**config.mk**
```make
export PLATFORM = sky130hd
export DESIGN_NAME = instr_fetch_seq
export DESIGN_NICKNAME = d
export VERILOG_FILES = /design/src/rtl/instr_fetch_seq.sv
export SDC_FILE = /design/constraint.sdc
export NUM_CORES = 1
export LEC_CHECK = 0
export CORE_MARGIN = 2
export CORE_UTILIZATION = 47
export CTS_CLUSTER_DIAMETER = 60
export DETAILED_ROUTE_END_ITERATION = 8
export PLACE_DENSITY_LB_ADDON = 0.05
export RECOVER_POWER = 25
export SYNTH_ARGS = -nofsm -noshare
export SYNTH_HDL_FRONTEND = slang
export SYNTH_SLANG_ARGS = --single-unit
```
**constraint.sdc**
```tcl
create_clock -name Clock -period 2.3 [get_ports Clock]
set_input_delay 0.46 -clock Clock [delete_from_list [all_inputs] [get_ports Clock]]
set_output_delay 0.46 -clock Clock [all_outputs]
set_load 0.01 [all_outputs]
```
**src/rtl/instr_fetch_seq.sv**
```systemverilog
// -----------------------------------------------------------------------------
// instr_fetch_seq
//
// Upstream instruction sequencer for the simple processor (proc). Reads program
// words from a synchronous (registered-read) ROM, presents each instruction on
// DIN with a one-cycle Run pulse and waits for the processor's Done. The PC
// advances by 1, or by 2 after an MVI because the immediate is the next ROM
// word. Also provides halt-at-address, a saturating instruction count and a
// watchdog that traps into a sticky error state.
//
// Build option:
//   STEP_MODE_EN - when defined, adds input Step; FETCH then holds until a
//                  cycle with Step=1, giving one instruction per Step pulse.
//
// Ports:
//   Clock      in   system clock, rising edge
//   Resetn     in   asynchronous, active-low reset
//   Start      in   one-cycle pulse; begins execution from address 0
//   Stop_addr  in   address of the last instruction to execute
//   Mem_addr   out  ROM address (combinational from state/PC)
//   Mem_q      in   ROM data, valid one cycle after Mem_addr
//   DIN        out  instruction/immediate word to proc
//   Run        out  one-cycle pulse per instruction
//   Done       in   proc completion (last step of the instruction)
//   Step       in   single-step advance (STEP_MODE_EN builds only)
//   Busy       out  high in FETCH, ISSUE and WAIT
//   Halted     out  high in HALT
//   Error      out  high in ERR (sticky until Start or reset)
//   Instr_cnt  out  completed instructions, saturating at 16'hFFFF
// -----------------------------------------------------------------------------
module instr_fetch_seq #(
    parameter int ADDR_W  = 5,
    parameter int DATA_W  = 16,
    parameter int TIMEOUT = 16
) (
    input  logic              Clock,
    input  logic              Resetn,
    input  logic              Start,
    input  logic [ADDR_W-1:0] Stop_addr,
    output logic [ADDR_W-1:0] Mem_addr,
    input  logic [DATA_W-1:0] Mem_q,
    output logic [DATA_W-1:0] DIN,
    output logic              Run,
    input  logic              Done,
`ifdef STEP_MODE_EN
    input  logic              Step,
`endif
    output logic              Busy,
    output logic              Halted,
    output logic              Error,
    output logic [15:0]       Instr_cnt
);

    localparam int TMO_W = $clog2(TIMEOUT + 1);
    localparam logic [TMO_W-1:0]  TMO_LAST = TMO_W'(TIMEOUT - 1);
    localparam logic [TMO_W-1:0]  TMO_ONE  = TMO_W'(1);
    localparam logic [ADDR_W-1:0] PC_ONE   = ADDR_W'(1);
    localparam logic [ADDR_W-1:0] PC_TWO   = ADDR_W'(2);
    localparam logic [2:0]        OP_MVI   = 3'd1;

    typedef enum logic [2:0] {
        S_IDLE  = 3'd0,
        S_FETCH = 3'd1,
        S_ISSUE = 3'd2,
        S_WAIT  = 3'd3,
        S_HALT  = 3'd4,
        S_ERR   = 3'd5
    } state_t;

    state_t            state_reg;
    logic [ADDR_W-1:0] pc_reg;
    logic [2:0]        opcode_reg;
    logic [TMO_W-1:0]  tmo_reg;
    logic [15:0]       cnt_reg;

    logic [ADDR_W-1:0] pc_plus1;
    logic              in_exec;

    // Natural ADDR_W-bit overflow gives the modulo-2^ADDR_W wrap.
    assign pc_plus1 = pc_reg + PC_ONE;

    // During ISSUE and WAIT the ROM is already addressed at PC+1 so that the
    // MVI immediate sits on DIN during the processor's second step.
    assign in_exec  = (state_reg == S_ISSUE) || (state_reg == S_WAIT);

    always_ff @(posedge Clock or negedge Resetn) begin
        if (!Resetn) begin
            state_reg  <= S_IDLE;
            pc_reg     <= '0;
            opcode_reg <= '0;
            tmo_reg    <= '0;
            cnt_reg    <= '0;
        end else begin
            case (state_reg)
                S_IDLE, S_HALT, S_ERR: begin
                    if (Start) begin
                        state_reg <= S_FETCH;
                        pc_reg    <= '0;
                        cnt_reg   <= '0;
                    end
                end
                S_FETCH: begin
`ifdef STEP_MODE_EN
                    if (Step) begin
                        state_reg <= S_ISSUE;
                    end
`else
                    state_reg <= S_ISSUE;
`endif
                end
                S_ISSUE: begin
                    // Done is ignored here: proc cannot finish in T0.
                    opcode_reg <= Mem_q[8:6];
                    tmo_reg    <= '0;
                    state_reg  <= S_WAIT;
                end
                S_WAIT: begin
                    // Done takes priority over a simultaneous timeout expiry.
                    if (Done) begin
                        if (cnt_reg != 16'hFFFF) begin
                            cnt_reg <= cnt_reg + 16'd1;
                        end
                        if (pc_reg == Stop_addr) begin
                            state_reg <= S_HALT;
                        end else begin
                            pc_reg    <= (opcode_reg == OP_MVI) ? (pc_reg + PC_TWO) : pc_plus1;
                            state_reg <= S_FETCH;
                        end
                    end else begin
                        tmo_reg <= tmo_reg + TMO_ONE;
                        if (tmo_reg == TMO_LAST) begin
                            state_reg <= S_ERR;
                        end
                    end
                end
                default: begin
                    state_reg <= S_IDLE;
                end
            endcase
        end
    end

    // Outputs are pure decodes of the registered state and PC.
    assign Mem_addr  = in_exec ? pc_plus1 : pc_reg;
    assign DIN       = in_exec ? Mem_q : '0;
    assign Run       = (state_reg == S_ISSUE);
    assign Busy      = (state_reg == S_FETCH) || in_exec;
    assign Halted    = (state_reg == S_HALT);
    assign Error     = (state_reg == S_ERR);
    assign Instr_cnt = cnt_reg;

endmodule
```
-- Word-level counts from Yosys, hierarchy flattened
Cells that the tools add are included.
- add/sub/neg operators: 4
- reduce and logical (&&, ||, !) cells: 10
- muxes and demuxes: 18
- eq/ne operators: 15
- operator list (cell ; number):
    2-to-1 mux 16 bit ; 4
    one-hot mux 16 bit (2 select lines) ; 1
    2-to-1 mux 5 bit ; 6
    one-hot mux 5 bit (2 select lines) ; 2
    adder 16 x 1 -> 16 bit, second input constant ; 1
    != test 16 bit, second input constant ; 1
    2-to-1 mux 3 bit ; 4
    one-hot mux 3 bit (4 select lines) ; 1
    adder 5 x 1 -> 5 bit, second input constant ; 2
    != test 2 bit, second input constant ; 4
    AND reduction 4 bit ; 2
    equality test 3 x 1 -> 1 bit, second input constant ; 2
    equality test 3 x 2 -> 1 bit, second input constant ; 2
    equality test 3 bit, second input constant ; 2
    adder 5 x 2 -> 5 bit, second input constant ; 1
    equality test 5 x 4 -> 1 bit, second input constant ; 1
    equality test 5 bit ; 1
    AND reduction 2 bit ; 2
    nonzero test 2 bit ; 2
    zero test 3 bit ; 1
    != test 3 x 2 -> 1 bit, second input constant ; 1
    OR reduction 3 bit ; 1
    logical OR 1 bit ; 2
    != test 2 x 1 -> 1 bit, second input constant ; 1
- flip-flop bits (word level): 32
- word-level logic and storage cells: 52
- output and inout port bits: 41

-- Logic depth before layout (Yosys ltp)
Gate-level depths: netlist of the first run.
- depth in word-level cells: 5
- gate-level depth with buffers: 7
- depth with buffers taken out: 6

-- Worst setup path before layout of the first run
Ideal clock, no wire load.
- path kind: register to output
- from: register state_reg[1]
- to: output Mem_addr[3]
- buffers on the path: 1
- data arrival time: 1.345 ns
- slack: 0.495 ns
- data required time: 1.840 ns
- cell stages (with the launch flop): 6
- path through: dfrtp_1 inv_1 nor2_1 clkbuf_1 nand3_1 xnor2_1
- longest elaborated chain between the ends: 3
- RTL lines (what ; RTL line ; source):
    from (decl) ; 70 ; state_t state_reg;
    from (signal assigned) ; 88 ; state_reg <= S_IDLE;
    from (signal assigned) ; 97 ; state_reg <= S_FETCH;
    from (signal assigned) ; 108 ; state_reg <= S_ISSUE;
    equality test 3 x 2 -> 1 bit ; 84 ; assign in_exec = (state_reg == S_ISSUE) || (state_reg == S_WAIT);
    logical OR 1 bit * ; 84 ;
    2-to-1 mux 5 bit * ; 144 ; assign Mem_addr = in_exec ? pc_plus1 : pc_reg;
    to (decl) ; 40 ; output logic [ADDR_W-1:0] Mem_addr,
Mark *: on every way between the ends. The rest lies on a longest branch, timed or not.

-- Worst setup path after layout of the first run
- from: register state_reg[1]
- to: output Mem_addr[0]
The elaborated chain is that of the path after synthesis.

==> results of run 1 <==
## cells by family after synthesis
kind of cell | synth area share, %
simple gates | 30.5
flops | 37.7
fa+ha+maj | 2.94
mux | 4.53
xor+xnor | 7.01
buf+inv | 3.36
compound gates | 14.0
## synthesized netlist by cell type (6+ instances only)
library cell | count | area [um2]
sky130_fd_sc_hd__a21oi_1 | 8 | 40.0
sky130_fd_sc_hd__clkbuf_1 | 6 | 22.5
sky130_fd_sc_hd__o21ai_0 | 9 | 45.0
sky130_fd_sc_hd__nor2_1 | 20 | 75.1
sky130_fd_sc_hd__xor2_1 | 6 | 52.6
sky130_fd_sc_hd__dfrtp_1 | 32 | 801
sky130_fd_sc_hd__nor3_1 | 6 | 30.0
sky130_fd_sc_hd__nand2_1 | 25 | 93.8
sky130_fd_sc_hd__nand3_1 | 9 | 45.0
sky130_fd_sc_hd__xnor2_1 | 11 | 96.3
sky130_fd_sc_hd__and2_1 | 21 | 131
## through the flow
stage | utilization, % | area [um2] | hold WS [ps] | setup WS, ps | power, mW
2_1_floorplan | - | 2120 | 164 | 495 | 1.83
3_3_place_gp | 66.2 | 2880 | 483 | 83.1 | 2.49
3_5_place_dp | 66.2 | 2880 | 491 | 65.4 | 2.52
4_1_cts | 69.5 | 3030 | 505 | 16.7 | 3.14
5_1_grt | 69.8 | 3040 | 531 | 29.0 | 3.37
6_report | 69.8 | 3040 | 504 | 107 | 3.13
## power by group
part / internal, mW / switching [mW] / leakage [nW]
clock network: 0.382 / 0.216 / 0.0645
registers: 0.717 / 0.187 / 0.414
logic: 0.868 / 0.760 / 0.800
## layout make-up
type                            instances  area (um2)
Tap cell                               52        65.1
Fill cell                             389        1320
Inverter                                3        11.3
Timing Repair Buffer                   80         773
Clock buffer                            7        96.3
Clock inverter                          1        30.0
Multi-Input combinational cell        187        1260
Sequential cell                        32         802
## worst max path at each step
stage,startpoint,endpoint,slack [ps],depth (start not counted)
global placement,Done,Instr_cnt[0],80,6
CTS,state_reg[2],Mem_addr[2],20,5
global route,state_reg[1],Halted,30,5
detailed placement,Done,Instr_cnt[11],70,6
floorplan,state_reg[1],Mem_addr[3],500,5
finish,state_reg[1],Mem_addr[0],110,4
## per-layer routing
layer | track usage [%] | vias up | share of wire (%)
met5 | 0 | - | 0
met4 | 5.03 | 0 | 0.93
met3 | 5.77 | 7 | 6.9
met2 | 33.2 | 64 | 45
met1 | 31.7 | 936 | 47
li1 | - | 982 | -
## repair_timing
action / 4_1_cts / 5_1_grt
gates resized for setup: 5 / 2
buffers inserted: 2 / 1
setup endpoints to repair: 4 / 4
pin swaps: 0 / 0
## critical path, delay by kind of cell (launching register included)
| kind | cells | cell delay (ps) |
|---|---|---|
| buffers and inverters | 2 | 660 |
| DFF | 1 | 350 |
| and+or+nand+nor | 1 | 290 |
| xor gates and xnor gates | 1 | 140 |
==> metrics, run 1 <==
number of distinct library cells after synthesis 49; maximum clock frequency 0.456 GHz; startpoint class of the critical path flop; Post-Syn Instances 233; Synth Register Bits 32; cell with the biggest individual delay on the critical path sky130_fd_sc_hd__clkdlybuf4s50_1; Std-Cell Core Area 4350 um2; worst-margin pin slew 811 ps; outcome complete, no violations; Inst Count DP 351; post-route ant nets 0; kind of path behind the tightest hold check flop to flop; Hold Path End opcode_reg[0]; count of placed standard cells in the final layout, fillers left out 362; first-pass detailed-route iteration total 4; buffers added on ports 65; clock slew at reported path FFs 70 ps; die outline width 71.2 um; IO Pins 66; worst setup slack for register-to-register paths 190 ps; top library cells by usage in the layout, fill and taps aside sky130_fd_sc_hd__clkdlybuf4s50_1 (61), sky130_fd_sc_hd__dfrtp_1 (31), sky130_fd_sc_hd__nand2_1 (25); sequence of cells on the critical path buf_4, or2b_4, xnor2_1, clkdlybuf4s50_1; number of vias per cell 5.49; Post-synth EDFFs 0; final critical delay including setup and external delays 2190 ps; kind of end point of the critical path output port; maximum number of pins on one net before global-route repair 33; critical path start-end classification flop to output port; area of the mapped netlist 2120 um2; Leakage Power 1.28 nW; flip-flop count of the largest register after layout 16; total vias in the final route 1,989; clock network latency to the later pin of the worst-skew pair 290 ps; Syn-to-layout area delta 43.1%; number of hold-repair buffers added at the cts stage 0; Final Max Slew Viols 0; hold_sp opcode_reg[0]; power per cell area 1030 nW/um2; Die Footprint 5070 um2; residual DRC count 0; number of buffers created by CTS 5; setup repair after global routing missed its margin no; number of endpoints failing setup at the final stage 0; worst clock skew 5.87 ps; Overall Global Routing Usage 21.9%; sum of negative setup slack 0 ps; starting utilization of the core area 48.8%; source of the worst register-to-register timing path state_reg[1]; Synth async-reset ratio 100%; critical-path maximum fanout 6; Yosys warning count 0; worst endpoint required time 1840 ps; count of standard-cell rows 24; total wire length 5.16 mm; Worst Hold Depth 1; Clock Tree Buf Depth 2; Worst VDD drop 0.627 mV; share of cells above drive strength 1 12.9%; CTS tree built; buffer cell driving the clock tree root sky130_fd_sc_hd__clkbuf_8; Post-layout nets 339; Detail Placement HPWL 3.73 mm; arrival time of data at the critical path endpoint 1730 ps; fraction of the yosys area taken by sequential cells 37.7%; Die Y-Extent 71.2 um; mean routed wirelength per cell 14.3 um; number of antenna violations at the first check in global routing 0; number of global-route vias before repair 1,862; last weighted congestion value of the routability-driven placer 0.868; global-route wire length before repair 8.89 mm; max_slew headroom 45.9%; most frequently used flop master after synthesis sky130_fd_sc_hd__dfrtp_1; Inserted Diodes 0; Reg2Reg Capture Point Instr_cnt[0]; H-tree level count 2; number of max-capacitance violations reported 0; R2R depth 8; Max stage delay on crit path 550 ps; synthesized area divided by synthesized cell count 9.12 um2; Final Hold Vio Count 0; final cycle utilization of the critical path 95.3%; leading cell type in the layout, fill and taps excluded sky130_fd_sc_hd__clkdlybuf4s50_1; CTS sink cnt 32; synthesized net count 263; violation count after the first detailed-route iteration 112; Overflow after GRT 0
(Power assumes the default switching activity.)
==> run 2, diff against run 1 <==
--- a/config.mk
+++ b/config.mk
@@ -5,6 +5,7 @@
 export SDC_FILE = /design/constraint.sdc
 export NUM_CORES = 1
 export LEC_CHECK = 0
+export CORE_ASPECT_RATIO = 1.1
 export CORE_MARGIN = 2
 export CORE_UTILIZATION = 47
 export CTS_CLUSTER_DIAMETER = 60
==> constraint.sdc (replaced) <==
create_clock -name Clock -period 2.5 [get_ports Clock]
set_input_delay 0.5 -clock Clock [delete_from_list [all_inputs] [get_ports Clock]]
set_output_delay 0.5 -clock Clock [all_outputs]
set_load 0.01 [all_outputs]
==> run 2 against run 1 <==
Sequential share of layout area is 0.73 points higher. Count of clock-buffer cells in the layout down 1. Register-to-register slack gained 230 ps. Via count shrank 1.3%. Non-clock buffer count down 3. Power fell by 14%. Critical path type unchanged.
==> metrics, run 2 (same netlist as run 1, synthesis figures left out) <==
Worst VDD drop 0.516 mV (-18%); CTS sink cnt 32 (unchanged); Inst Count DP 353 (+0.57%); clock network latency to the later pin of the worst-skew pair 280 ps (about the same); max_slew headroom 44.8% (-1.1 points); number of global-route vias before repair 1,874 (+0.64%); first-pass detailed-route iteration total 4 (unchanged); worst endpoint required time 2000 ps (+160 ps); post-route ant nets 0 (unchanged); routed wl met3 244 um (-31%); number of endpoints failing setup at the final stage 0 (unchanged); flip-flop count of the largest register after layout 16 (unchanged); worst slack on hold paths 516 ps (+12.3 ps); Overall Global Routing Usage 22.3% (+0.39 points); top library cells by usage in the layout, fill and taps aside sky130_fd_sc_hd__clkdlybuf4s50_1 (64), sky130_fd_sc_hd__dfrtp_1 (30), sky130_fd_sc_hd__nand2_1 (25); clock slew at reported path FFs 60 ps (about the same); total wire length 5.24 mm (+1.5%); total vias in the final route 1,964 (-1.3%); Overflow after GRT 0 (unchanged); Placed Instance Area 2870 um2 (-0.35%); violation count after the first detailed-route iteration 152 (+36%); Std-Cell Core Area 4320 um2 (-0.86%); residual DRC count 0 (unchanged); worst clock skew 9.15 ps (+3.28 ps); CTS tree built; met1 WL 2.13 mm (-12%); last weighted congestion value of the routability-driven placer 0.801 (-7.8%); number of max-capacitance violations reported 0 (unchanged); number of buffers created by CTS 5 (unchanged); global-route wire length before repair 8.58 mm (-3.5%); Final Hold Vio Count 0 (unchanged); sequence of cells on the critical path ha_1, nand4_1, xnor2_1, clkdlybuf4s50_1; Detail Placement HPWL 3.95 mm (+5.9%); Leakage Power 1.22 nW (-4.4%); Max stage delay on crit path 560 ps (about the same); metal2 WL 2.82 mm (+21%); number of antenna violations at the first check in global routing 0 (unchanged); final critical delay including setup and external delays 2380 ps; starting utilization of the core area 49.2% (+0.42 points); power per cell area 909 nW/um2 (-12%); H-tree level count 2 (unchanged); critical path start-end classification flop to output port; number of vias per cell 5.46 (-0.71%); R2R depth 7 (-1); outcome complete, no violations; Final Max Slew Viols 0 (unchanged); share of cells above drive strength 1 11.4% (-1.5 points); startpoint class of the critical path flop; final cycle utilization of the critical path 95.2%; leading cell type in the layout, fill and taps excluded sky130_fd_sc_hd__clkdlybuf4s50_1; critical-path maximum fanout 8 (+2); cell with the biggest individual delay on the critical path sky130_fd_sc_hd__clkdlybuf4s50_1; Worst Hold Depth 1 (unchanged); mean routed wirelength per cell 14.6 um (+2.0%); count of placed standard cells in the final layout, fillers left out 360 (-0.55%); buffers added on ports 65 (unchanged); die outline width 68.1 um (-4.4%); maximum number of pins on one net before global-route repair 33 (unchanged); Clock Tree Buf Depth 2 (unchanged); Inserted Diodes 0 (unchanged); Syn-to-layout area delta 39.4%; count of standard-cell rows 25 (+4.2%); kind of path behind the tightest hold check flop to flop; maximum clock frequency 0.420 GHz; Post-Layout Inst Area 2960 um2 (-2.6%); Top Metal Used met4; buffer cell driving the clock tree root sky130_fd_sc_hd__clkbuf_8; Die Footprint 5070 um2 (about the same); setup repair after global routing missed its margin no; arrival time of data at the critical path endpoint 1880 ps (+150 ps); worst-margin pin slew 827 ps (+16.5 ps); sum of negative setup slack 0 ps (unchanged); IO Pins 66 (unchanged); Post-layout nets 336 (-0.88%); final-layout fill cell count 380 (-2.3%); Die Y-Extent 74.5 um (+4.6%); kind of end point of the critical path output port
[run 2: layout make-up]
| cell class | count | area, um2 | area share (%) |
|---|---|---|---|
| Sequential cell | 32 | 803 | 27.1 |
| Multi-Input combinational cell | 187 | 1260 | 42.7 |
| Tap cell | 54 | 67.6 | 2.28 |
| Timing Repair Buffer | 77 | 738 | 24.9 |
| Clock inverter | 1 | 5.00 | 0.169 |
| Inverter | 3 | 11.3 | 0.380 |
| Clock buffer | 6 | 72.6 | 2.45 |
[run 2: metal layers]
metal  vias to the layer above  track usage [%]
li1                        979                -
met1                       918             25.5
met2                        59             40.6
met3                         8             5.45
met4                         0             6.89
met5                         -                0
[run 2: where the power goes]
| part | leakage [nW] | switching [mW] | internal (mW) | total [mW] |
|---|---|---|---|---|
| clock | 0.0410 | 0.190 | 0.189 | 0.379 |
| combinational | 0.768 | 0.670 | 0.781 | 1.45 |
| sequential | 0.413 | 0.201 | 0.662 | 0.863 |
| total | 1.22 | 1.06 | 1.63 | 2.69 |
[run 2: timing repair]
action                                  4_1_cts  5_1_grt
buffers inserted                              0        0
resized for setup                             1        5
gates cloned                                  0        0
endpoints found under the setup margin        6        4
hold buffers                                  0        0
[run 2: final timing paths]
kind	to	startpoint	slack, ps
worst max register to register	Instr_cnt[8]	state_reg[0]	420
max in group asynchronous	pc_reg[0]	Resetn	1070
worst max-delay path	Mem_addr[4]	pc_reg[0]	120
worst min-delay path	opcode_reg[0]	opcode_reg[0]	520
min in group asynchronous	Instr_cnt[9]	Resetn	840
worst min register to register	opcode_reg[0]	opcode_reg[0]	520
[run 2: per-stage QoR]
stage / utilization (%) / setup WS [ps] / power [mW]
detailed placement: 66.6 / 238 / 2.30
global route: 68.6 / 14.4 / 2.90
floorplan: - / 655 / 1.68
CTS: 68.4 / 27.2 / 2.70
global placement: 66.6 / 306 / 2.27
finish: 68.6 / 119 / 2.69
[run 2: worst max-delay path, delay by kind of cell, from the launching register on]
| kind | cells | cell delay (ps) |
|---|---|---|
| buffers and inverters | 1 | 560 |
| flip-flops | 1 | 450 |
| adder cells (fa/ha/maj) | 1 | 260 |
| XOR/XNOR | 1 | 200 |
| AND/OR/NAND/NOR | 1 | 130 |
==> run 3, diff against run 2 <==
--- a/config.mk
+++ b/config.mk
@@ -8,6 +8,7 @@
 export CORE_ASPECT_RATIO = 1.1
 export CORE_MARGIN = 2
 export CORE_UTILIZATION = 47
+export CTS_BUF_LIST = sky130_fd_sc_hd__clkbuf_16
 export CTS_CLUSTER_DIAMETER = 60
 export DETAILED_ROUTE_END_ITERATION = 8
 export PLACE_DENSITY_LB_ADDON = 0.05
==> run 3 against run 2 <==
Final cell count unchanged. Combinational power about the same. Clock skew down 2.5 ps. Sequential cell count unchanged. Power up 6.8%. Die area unchanged. Core utilization up 1.2 points. Global-route usage up 0.16 points. Sequential share of layout area down 0.46 points. Count of clock-buffer cells in the layout down 1. Via count up 1.0%. Non-clock buffer count unchanged. Critical endpoint is now Mem_addr[0]. Largest cell class unchanged.
==> metrics, run 3 (same netlist as run 1, synthesis figures left out) <==
final cycle utilization of the critical path 97.0% (+1.8 points); Post-layout nets 336 (unchanged); number of antenna violations at the first check in global routing 0 (unchanged); Leakage Power 1.25 nW (+2.1%); worst clock skew 6.64 ps (-2.51 ps); H-tree level count 2 (unchanged); die outline width 68.1 um (unchanged); Detail Placement HPWL 3.95 mm (unchanged); kind of path behind the tightest hold check flop to flop; arrival time of data at the critical path endpoint 1920 ps (+40 ps); global-route wire length before repair 8.65 mm (+0.80%); Std-Cell Core Area 4320 um2 (unchanged); critical-path maximum fanout 11 (+3); Final Max Slew Viols 0 (unchanged); Inserted Diodes 0 (unchanged); IO Pins 66 (unchanged); outcome complete, no violations; total vias in the final route 1,984 (+1.0%); maximum clock frequency 0.412 GHz (-1.8%); CTS tree built; residual DRC count 0 (unchanged); clock network latency to the later pin of the worst-skew pair 280 ps (about the same); post-route setup slack 75.5 ps (-43.9 ps); number of max-capacitance violations reported 0 (unchanged); flip-flop count of the largest register after layout 16 (unchanged); number of buffers created by CTS 5 (unchanged); worst endpoint required time 2000 ps (about the same); number of global-route vias before repair 1,882 (+0.43%); number of endpoints failing setup at the final stage 0 (unchanged); maximum number of pins on one net before global-route repair 33 (unchanged); first-pass detailed-route iteration total 4 (unchanged); Syn-to-layout area delta 41.8%; mean routed wirelength per cell 14.5 um (about the same); max_slew headroom 44.6% (-0.21 points); setup repair after global routing missed its margin yes; Final Hold Vio Count 0 (unchanged); clock slew at reported path FFs 50 ps (about the same); sequence of cells on the critical path or2b_2, xnor2_1, clkdlybuf4s50_1; startpoint class of the critical path flop; post-route ant nets 0 (unchanged); Comb pwr share 50.3% (-3.6 points); last weighted congestion value of the routability-driven placer 0.801 (unchanged); Die Footprint 5070 um2 (unchanged); minimum setup slack after placement 238 ps (unchanged); sequential fraction of design power 30.0% (-2.1 points); Post-CTS Setup Inserts 0 (unchanged); buffers added on ports 65 (unchanged); share of cells above drive strength 1 11.8% (+0.33 points); starting utilization of the core area 49.2% (unchanged); kind of end point of the critical path output port; top library cells by usage in the layout, fill and taps aside sky130_fd_sc_hd__clkdlybuf4s50_1 (64), sky130_fd_sc_hd__dfrtp_1 (30), sky130_fd_sc_hd__nand2_1 (25); Overflow after GRT 0 (unchanged); Total Power 2.88 mW (+6.8%); final critical delay including setup and external delays 2420 ps (+43.9 ps); critical path start-end classification flop to output port; power dissipated by switching net loads 1.08 mW (+1.9%); number of vias per cell 5.51 (+1.0%); count of standard-cell rows 25 (unchanged); Die Y-Extent 74.5 um (unchanged); Internal Pwr Total 1.79 mW (+10%); Worst VDD drop 0.499 mV (-3.3%); cell with the biggest individual delay on the critical path sky130_fd_sc_hd__clkdlybuf4s50_1; total wire length 5.23 mm (about the same); buffer cell driving the clock tree root sky130_fd_sc_hd__clkbuf_16; leading cell type in the layout, fill and taps excluded sky130_fd_sc_hd__clkdlybuf4s50_1; worst slack on hold paths 511 ps (-4.57 ps); violation count after the first detailed-route iteration 134 (-12%); Max stage delay on crit path 570 ps (about the same); worst-margin pin slew 831 ps (+3.17 ps); Clock Power Share 19.7% (+5.6 points); power per cell area 955 nW/um2 (+5.0%); Clock Tree Buf Depth 2 (unchanged); Overall Global Routing Usage 22.5% (+0.16 points); share of total power consumed by net switching 37.6% (-1.8 points); CTS sink cnt 32 (unchanged)
-- run 3: area by class of cell --
cell class                 count  area, um2
inverter                       3       11.3
clock buffer                   5        125
multi-input combinational    187       1260
clock inverter                 2       8.76
fill                         365       1300
tap                           54       67.6
sequential                    32        803
timing repair buffer          77        738
-- run 3: stage by stage --
| stage | area, um2 | instances | setup TNS, ps | utilization [%] |
|---|---|---|---|---|
| floorplan | 2120 | 233 | 0 | - |
| global placement | 2870 | 353 | 0 | 66.6 |
| detailed placement | 2870 | 353 | 0 | 66.6 |
| CTS | 3010 | 360 | 0 | 69.7 |
| global route | 3010 | 360 | -6.44 | 69.8 |
| finish | 3010 | 360 | 0 | 69.8 |
-- run 3: path summary, 6_finish.rpt --
path | start | end | slack, ps | depth (start not counted)
min reg2reg | opcode_reg[0] | opcode_reg[0] | 510 | 1
min in group asynchronous | Resetn | Instr_cnt[9] | 850 | 2
max in group asynchronous | Resetn | pc_reg[0] | 1060 | 2
max | state_reg[2] | Mem_addr[0] | 80 | 3
min | opcode_reg[0] | opcode_reg[0] | 510 | 1
max reg2reg | state_reg[0] | Instr_cnt[8] | 420 | 7
-- run 3: metal layers --
| metal | share of wire (%) | up-vias | global-route usage, % |
|---|---|---|---|
| met1 | 40 | 941 | 25.8 |
| met5 | 0 | - | 0 |
| met2 | 54 | 56 | 40.7 |
| li1 | - | 979 | - |
| met4 | 1.4 | 0 | 7.56 |
| met3 | 4.2 | 8 | 5.14 |
-- run 3: what timing repair did --
action | 4_1_cts | 5_1_grt
endpoints found under the setup margin | 9 | 4
hold buffers | 0 | 0
resized for setup | 1 | 4
pin swaps | 0 | 0
-- run 3: power groups by stage --
stage	combinational [mW]	sequential, mW	clock [mW]
floorplan	0.885	0.797	0
global placement	1.42	0.859	0
detailed placement	1.44	0.865	0
CTS	1.46	0.857	0.578
global route	1.60	0.892	0.600
finish	1.45	0.864	0.567
-- run 3: worst max-delay path: cells and delay by family (launching register included) --
family	cells	cell delay, ps
xor+xnor	1	180
buf+inv	1	570
simple gates	1	430
flops	1	460
